### config.mk
export PLATFORM = sky130hd
export DESIGN_NAME = bus_arbiter
export DESIGN_NICKNAME = d
export VERILOG_FILES = /design/src/rtl/bus_arbiter.sv
export SDC_FILE = /design/constraint.sdc
export NUM_CORES = 1
export LEC_CHECK = 0
export ABC_AREA = 1
export ABC_CLOCK_PERIOD_IN_PS = 1900
export CAP_MARGIN = 20
export CORE_MARGIN = 2
export CORE_UTILIZATION = 40
export CTS_CLUSTER_SIZE = 10
export DETAILED_ROUTE_END_ITERATION = 10
export GPL_ROUTABILITY_DRIVEN = 0
export PLACE_DENSITY = 0.7
export SETUP_SLACK_MARGIN = 0.2
export SYNTH_ARGS = -nofsm -noshare
export SYNTH_HDL_FRONTEND = slang
export SYNTH_SLANG_ARGS = --single-unit
### constraint.sdc
create_clock -name clock -period 1.9 [get_ports clock]
set_input_delay 0.38 -clock clock [delete_from_list [all_inputs] [get_ports clock]]
set_output_delay 0.38 -clock clock [all_outputs]
set_load 0.01 [all_outputs]
### src/rtl/bus_arbiter.sv
// -----------------------------------------------------------------------------
// bus_arbiter
//
// Two-master arbiter for the shared system bus. Grants are decoded straight
// from the registered FSM state, so they are glitch-free and never overlap.
// A hold counter bounds how long one master may keep the bus while the other
// is waiting; when it expires the holder is forced off for one dead cycle and
// the waiting master is granted next, regardless of the tie-break mode.
//
// Parameters
//   MAX_HOLD : max consecutive enabled cycles a master may hold the bus while
//              the other requests (0 disables preemption)
//   RR_MODE  : tie-break on simultaneous requests; 0 = M1 wins,
//              1 = the master that did not own the bus last wins
//
// Ports
//   clock     in   system clock, rising edge
//   rst       in   synchronous active-low reset (wins over ena)
//   ena       in   global enable, 0 freezes all state
//   m1_req    in   master 1 request (level, held for the transfer)
//   m2_req    in   master 2 request (level)
//   m1_grant  out  bus owned by master 1
//   m2_grant  out  bus owned by master 2
//   m1_busy   out  master 1 requesting while master 2 owns the bus
//   m2_busy   out  master 2 requesting while master 1 owns the bus
//   bus_sel   out  address/wdata mux select, 0 = M1, 1 = M2
//   preempt   out  one-cycle pulse on a forced release
// -----------------------------------------------------------------------------
module bus_arbiter #(
  parameter int MAX_HOLD = 16,
  parameter bit RR_MODE  = 1'b0
) (
  input  logic clock,
  input  logic rst,
  input  logic ena,
  input  logic m1_req,
  input  logic m2_req,
  output logic m1_grant,
  output logic m2_grant,
  output logic m1_busy,
  output logic m2_busy,
  output logic bus_sel,
  output logic preempt
);

  // Counter is wide enough to hold MAX_HOLD itself (saturation value).
  localparam int CNT_W = (MAX_HOLD < 1) ? 1 : $clog2(MAX_HOLD + 1);
  localparam logic [CNT_W-1:0] HOLD_SAT = CNT_W'(MAX_HOLD);
  // Last cycle a holder may keep the bus while the other master waits.
  localparam logic [CNT_W-1:0] HOLD_LIM = (MAX_HOLD == 0) ? CNT_W'(0) : CNT_W'(MAX_HOLD - 1);
  localparam bit PREEMPT_EN = (MAX_HOLD != 0);

  typedef enum logic [1:0] {
    ST_IDLE = 2'd0,
    ST_GNT1 = 2'd1,
    ST_GNT2 = 2'd2
  } state_e;

  typedef enum logic {
    OWN_M1 = 1'b0,
    OWN_M2 = 1'b1
  } owner_e;

  state_e           state_q, state_d;
  logic [CNT_W-1:0] hold_cnt_q, hold_cnt_d;
  owner_e           last_owner_q, last_owner_d;
  logic             forced_q, forced_d;
  logic             m1_busy_q, m1_busy_d;
  logic             m2_busy_q, m2_busy_d;
  logic             bus_sel_q, bus_sel_d;
  logic             preempt_q, preempt_d;

  // Next-state, counter and registered-output logic.
  always_comb begin
    state_d      = state_q;
    hold_cnt_d   = hold_cnt_q;
    last_owner_d = last_owner_q;
    forced_d     = forced_q;
    bus_sel_d    = bus_sel_q;
    m1_busy_d    = m1_busy_q;
    m2_busy_d    = m2_busy_q;
    preempt_d    = 1'b0;

    if (ena) begin
      // The forced flag only lives for the IDLE cycle that follows a
      // forced release; any other enabled cycle clears it.
      forced_d = 1'b0;

      case (state_q)
        ST_IDLE: begin
          // Cleared here so every grant state starts counting from zero.
          hold_cnt_d = CNT_W'(0);
          if (m1_req && m2_req) begin
            if (forced_q || RR_MODE) begin
              // Waiting / not-last master wins.
              state_d = (last_owner_q == OWN_M1) ? ST_GNT2 : ST_GNT1;
            end else begin
              state_d = ST_GNT1;
            end
          end else if (m1_req) begin
            state_d = ST_GNT1;
          end else if (m2_req) begin
            state_d = ST_GNT2;
          end else begin
            state_d = ST_IDLE;
          end
        end

        ST_GNT1: begin
          hold_cnt_d = (hold_cnt_q == HOLD_SAT) ? hold_cnt_q : hold_cnt_q + CNT_W'(1);
          if (!m1_req) begin
            state_d      = ST_IDLE;
            last_owner_d = OWN_M1;
          end else if (PREEMPT_EN && m2_req && (hold_cnt_q >= HOLD_LIM)) begin
            // >= also covers a request arriving after saturation.
            state_d      = ST_IDLE;
            last_owner_d = OWN_M1;
            forced_d     = 1'b1;
            preempt_d    = 1'b1;
          end else begin
            state_d = ST_GNT1;
          end
        end

        ST_GNT2: begin
          hold_cnt_d = (hold_cnt_q == HOLD_SAT) ? hold_cnt_q : hold_cnt_q + CNT_W'(1);
          if (!m2_req) begin
            state_d      = ST_IDLE;
            last_owner_d = OWN_M2;
          end else if (PREEMPT_EN && m1_req && (hold_cnt_q >= HOLD_LIM)) begin
            state_d      = ST_IDLE;
            last_owner_d = OWN_M2;
            forced_d     = 1'b1;
            preempt_d    = 1'b1;
          end else begin
            state_d = ST_GNT2;
          end
        end

        default: begin
          state_d    = ST_IDLE;
          hold_cnt_d = CNT_W'(0);
        end
      endcase

      // bus_sel moves together with the grant; IDLE keeps the old value.
      case (state_d)
        ST_GNT1: bus_sel_d = 1'b0;
        ST_GNT2: bus_sel_d = 1'b1;
        default: bus_sel_d = bus_sel_q;
      endcase

      m1_busy_d = m1_req & (state_d == ST_GNT2);
      m2_busy_d = m2_req & (state_d == ST_GNT1);
    end else begin
      // Frozen: everything holds, only the preempt pulse is suppressed.
      preempt_d = 1'b0;
    end
  end

  // State and output registers with synchronous active-low reset.
  always_ff @(posedge clock) begin
    if (!rst) begin
      state_q      <= ST_IDLE;
      hold_cnt_q   <= CNT_W'(0);
      last_owner_q <= OWN_M2;
      forced_q     <= 1'b0;
      m1_busy_q    <= 1'b0;
      m2_busy_q    <= 1'b0;
      bus_sel_q    <= 1'b0;
      preempt_q    <= 1'b0;
    end else begin
      state_q      <= state_d;
      hold_cnt_q   <= hold_cnt_d;
      last_owner_q <= last_owner_d;
      forced_q     <= forced_d;
      m1_busy_q    <= m1_busy_d;
      m2_busy_q    <= m2_busy_d;
      bus_sel_q    <= bus_sel_d;
      preempt_q    <= preempt_d;
    end
  end

  assign m1_grant = (state_q == ST_GNT1);
  assign m2_grant = (state_q == ST_GNT2);
  assign m1_busy  = m1_busy_q;
  assign m2_busy  = m2_busy_q;
  assign bus_sel  = bus_sel_q;
  assign preempt  = preempt_q;

endmodule

Word level (Yosys, flattened, before mapping)
Index checks and enable logic that the tools add are counted.

storage, ports and cells
  flip-flop bits (word level) = 13
  bits of input ports = 5
  output and inout port bits = 6
  logic and storage cells = 55

operators by class
  add/subtract/negate cells = 1
  $lt $le $gt $ge = 1
  equality and inequality tests = 8
  mux-type cells = 24
  bitwise logic cells = 2
  reduce and logical (&&, ||, !) cells = 11

operator list
  cell                 count
  $mux 2               8
  $mux 1               10
  $mux 5               2
  $ne 3x2->1 const B   2
  $pmux 1 s2           3
  $pmux 2 s3           1
  $reduce_and 2->1     3
  $add 5x1->5 const B  1
  $eq 5x5->1 const B   1
  $ge 5x4->1 const B   1
  $eq 2x1->1 const B   2
  $eq 2x2->1 const B   2
  $reduce_and 4->1     1
  $reduce_bool 2->1    2
  $logic_and 1x1->1    3
  $and 1x1->1          2
  $logic_not 2->1      1
  $ne 2x2->1 const B   1
  $reduce_or 2->1      1

Logic depth before layout (Yosys ltp)
  depth after elaboration = 9
  mapped depth = 15
  mapped depth without buffers = 15

Least setup slack after synthesis
No wires, ideal clock.

  kind = register to register
  start point = reg hold_cnt_q[0]
  end point = reg bus_sel_q, in the netlist bus_sel
  setup time = 122 ps
  arrival = 1708 ps
  data required time = 1778 ps
  setup slack = 70 ps
  cell stages (with the launch flop) = 14
  clock period less this slack = 1830 ps
  path through = dfxtp_1 ha_1 inv_1 nor2_1 ha_1 nor2_1 nand2_1 nand2_1 nand2_2 nand2_1 nand2_2 ha_1 o21ai_0 a21oi_1

between the ends
  longest elaborated chain between the ends = 9
  elaborated cells between the ends (all ways) = 14
  those cells by class = 1 x order compare; 2 x eq/ne; 7 x mux; 4 x reduce/logical

ends and longest elaborated chain
  element                                          RTL line  RTL
  start: declaration                               65        logic [CNT_W-1:0] hold_cnt_q, hold_cnt_d;
  start signal: assignment                         174       hold_cnt_q <= hold_cnt_d;
  $ge 5x4->1 *                                     114, 130
  $logic_and 1x1->1, on equally long branches      114, 130
  $mux 1 / $mux 2 (equally long branches)          114, 130
  $mux 1 / $mux 2 (equally long branches)          111, 127
  $pmux 2 s3 *                                     89        case (state_q)
  $mux 2 *                                         84        if (ena) begin
  $eq 2x2->1 / $eq 2x1->1 (equally long branches)  147       case (state_d)
  $reduce_bool 2->1 (no source line)               n/a
  $reduce_and 2->1 (no source line)                n/a
  end signal: assignment                           179       bus_sel_q <= bus_sel_d;
  end: declaration                                 70        logic bus_sel_q, bus_sel_d;

Mark *: on every way between the ends. The rest lies on a longest branch, timed or not. The select of a mux whose other input is x is not followed.
A chain may end at the register's enable or synchronous reset.

Final worst setup path
  start point = reg hold_cnt_q[1]
  end point = reg bus_sel_q, in the netlist bus_sel

Same word-level chain as after synthesis.

==> impl_metrics.env <==
export IMPL_status="finished clean"
export IMPL_antenna_found_initial=0
export IMPL_total_power_w=0.000585
export IMPL_drive_gt1_frac=0.348
export IMPL_yosysUniqueCellTypes=18
export IMPL_timing_final_crit_share=0.935
export IMPL_vias=791
export IMPL_syn_to_final_growth_pct=49.4
export IMPL_fp_row_count=15
export IMPL_netlist_area_um2=749
export IMPL_maxCapViolations=0
export IMPL_drtPass1Iterations=4
export IMPL_final_util=0.642
export IMPL_netlist_area_leader_share=0.347
export IMPL_synth_edff_count=0
export IMPL_postSynthCellCount=104
export IMPL_ys_top_cells_by_area="dfxtp_1 (35%), ha_1 (15%), nand2_1 (13%)"
export IMPL_grt_met1_usage=0.207
export IMPL_io_buffers=10
export IMPL_pin_count=11
export IMPL_fin_skew_ps=4.43
export IMPL_clock_sinks=13
export IMPL_leakage_nw=0.453
export IMPL_fmax_mhz=563
export IMPL_nets=147
export IMPL_overflow=0
export IMPL_synth_fp_nets=118
export IMPL_peakVddDrop_mv=0.343
export IMPL_critPathCaptureType="flop"
export IMPL_post_drt_wl_per_cell_um=11.5
export IMPL_layout_setup_ws_ps=123
export IMPL_ys_seq_area_frac=0.347
export IMPL_coreArea_mm2=0.00175
export IMPL_seq_area_um2=269
export IMPL_ys_ff_latch=13
export IMPL_worstPathCellList="ha_4, inv_4, nor2_4, ha_4, nor2_4, nand2_2, nand2_2, nand2_2, nand2_2, nand2_2, inv_2, ha_4, nor2_2, nand2_1, a21oi_1"
export IMPL_cts_path_max_buffers=2
export IMPL_cts_hold_buffers=0
export IMPL_synth_largest_area_cell="dfxtp_1"
export IMPL_finalHoldViolCount=0
export IMPL_ctsHtreeMaxLevel=1
export IMPL_worst_path_buf_inv=2
export IMPL_grt_use_total=0.199
export IMPL_drt_first_iter_violations=5
export IMPL_slew_violations=0
export IMPL_met3_usage=0.0500
export IMPL_setup_tns_final_ps=0
export IMPL_clkTransAtPathRegs_ps=80
export IMPL_crit_required_ps=2120
export IMPL_via_per_inst=5.04
export IMPL_ys_warn_count=0
export IMPL_place_area_um2=928
export IMPL_grt_max_degree=8
export IMPL_cp_slowest_stage_delay_ps=370
export IMPL_start_util=0.429
export IMPL_cts_tree="yes"
export IMPL_worst_path_max_fanout=2
export IMPL_post_place_ws_ps=-41.1
export IMPL_startpoint_type="flop"
export IMPL_synthTopCellsByCount="nand2_1 (25), inv_1 (16), dfxtp_1 (13)"
export IMPL_slew_headroom=0.753
export IMPL_dp_hpwl_um=1290
export IMPL_critPathTopFamily="simple AND/OR/NAND/NOR gates"
export IMPL_synth_area_per_cell_um2=7.21
export IMPL_worstMarginPinSlew_ps=369
export IMPL_slowest_stage="dfxtp_4"
export IMPL_drt_total_wl_um=1810
export IMPL_setup_viol_count_final=0
export IMPL_cts_buffers=3
export IMPL_min_period_ps=1780
export IMPL_path_class="reg -> reg"
export IMPL_yosysMostFrequentCell="nand2_1"
export IMPL_fin_area_mm2=0.00112
export IMPL_multi_input_area_um2=522
export IMPL_die_area_mm2=0.00224
export IMPL_async_flop_share=0
export IMPL_top_usage_layer="met2"
export IMPL_ant_nets=0
export IMPL_die_w_um=47.3
export IMPL_n_antenna_cell=0
export IMPL_die_y_um=47.3
export IMPL_synth_flop_cell="dfxtp_1"
export IMPL_clkLatencyLatePin_ps=280
export IMPL_arrival_ps=1990
export IMPL_grt_first_pass_wirelength_um=3010
export IMPL_grt_pass1_vias=712
export IMPL_clockRootBuffer="clkbuf_4"
export IMPL_fillers=143
export IMPL_rsz0062_at_grt="true"
export IMPL_grt_util_met2=0.354
export IMPL_hold_path_class="reg -> reg"
export IMPL_power_density_mw_per_mm2=523
export IMPL_crit_top_cell="nand2_2"
export IMPL_drc=0
[cells by family (layout without fill, tap and decap cells)]
logic type / after synthesis / after routing / synth area share
simple gates: 49 / 49 / 0.297
compound gates: 17 / 17 / 0.125
buf+inv: 16 / 44 / 0.0801
flops: 13 / 13 / 0.347
fa+ha+maj: 9 / 9 / 0.150
[registers in the layout, indices dropped and copies added, names as in the netlist]
name / cells
bus_sel: 1
forced_q: 1
m2_busy: 1
last_owner_q: 1
preempt: 1
state_q: 2
hold_cnt_q: 5
m1_busy: 1
[cell usage in the layout, fill, tap and decap left out, drive strengths merged, types with 2 or more instances in the layout]
cell and count:
ha 9, nand4 3, nand3 5, nand2 28, inv 16, a21oi 4
dlygate4sd2 2, clkdlybuf4s50 8, o21ai 11, dfxtp 13, buf 14, clkbuf 4
nor2 10, nor3 2
[final timing paths]
kind                 startpoint      end  slack (ps)  cells after the start
setup reg to reg  hold_cnt_q[1]  bus_sel         120                     15
setup / recovery  hold_cnt_q[1]  bus_sel         120                     15
hold reg to reg         m2_busy  m2_busy         460                      2
hold / removal          m2_busy  m2_busy         460                      2
[metrics by stage]
stage,std cells,hold slack (ps)
floorplan,104,428
global placement,141,442
detailed placement,141,447
CTS,154,466
global route,157,496
finish,157,458
[routing by layer]
| metal | wire length [um] | vias up |
|---|---|---|
| li1 | - | 398 |
| met1 | 725 | 370 |
| met2 | 962 | 14 |
| met3 | 37 | 9 |
| met4 | 80 | 0 |
| met5 | 0 | - |
[tightest hold or removal path, cell delays in order, from the launching register on]
cell and delay [ps]:
dfxtp_1 320, nand2_1 50, o21ai_1 50
[area by class of cell]
cell class | count | area share
well taps | 25 | 0.0279
inverters | 16 | 0.0581
clock buffers | 4 | 0.0235
flip-flops and latches | 13 | 0.240
repair buffers | 24 | 0.184
multi-input cells | 75 | 0.466
[timing repair]
item | 4_1_cts | 5_1_grt
endpoints found under the setup margin | 5 | 5
gates resized for setup | 20 | 7
buffers inserted | 9 | 3
hold endpoints to repair | 0 | 0
pin swaps | 14 | 12
[report_power, final]
part           switching (W)  total [W]  internal, W  leakage [nW]
logic              0.0000668   0.000127    0.0000605         0.330
clock network      0.0000897   0.000171    0.0000814        0.0150
registers         0.00000687   0.000287     0.000280         0.108
(Power assumes the default switching activity.)
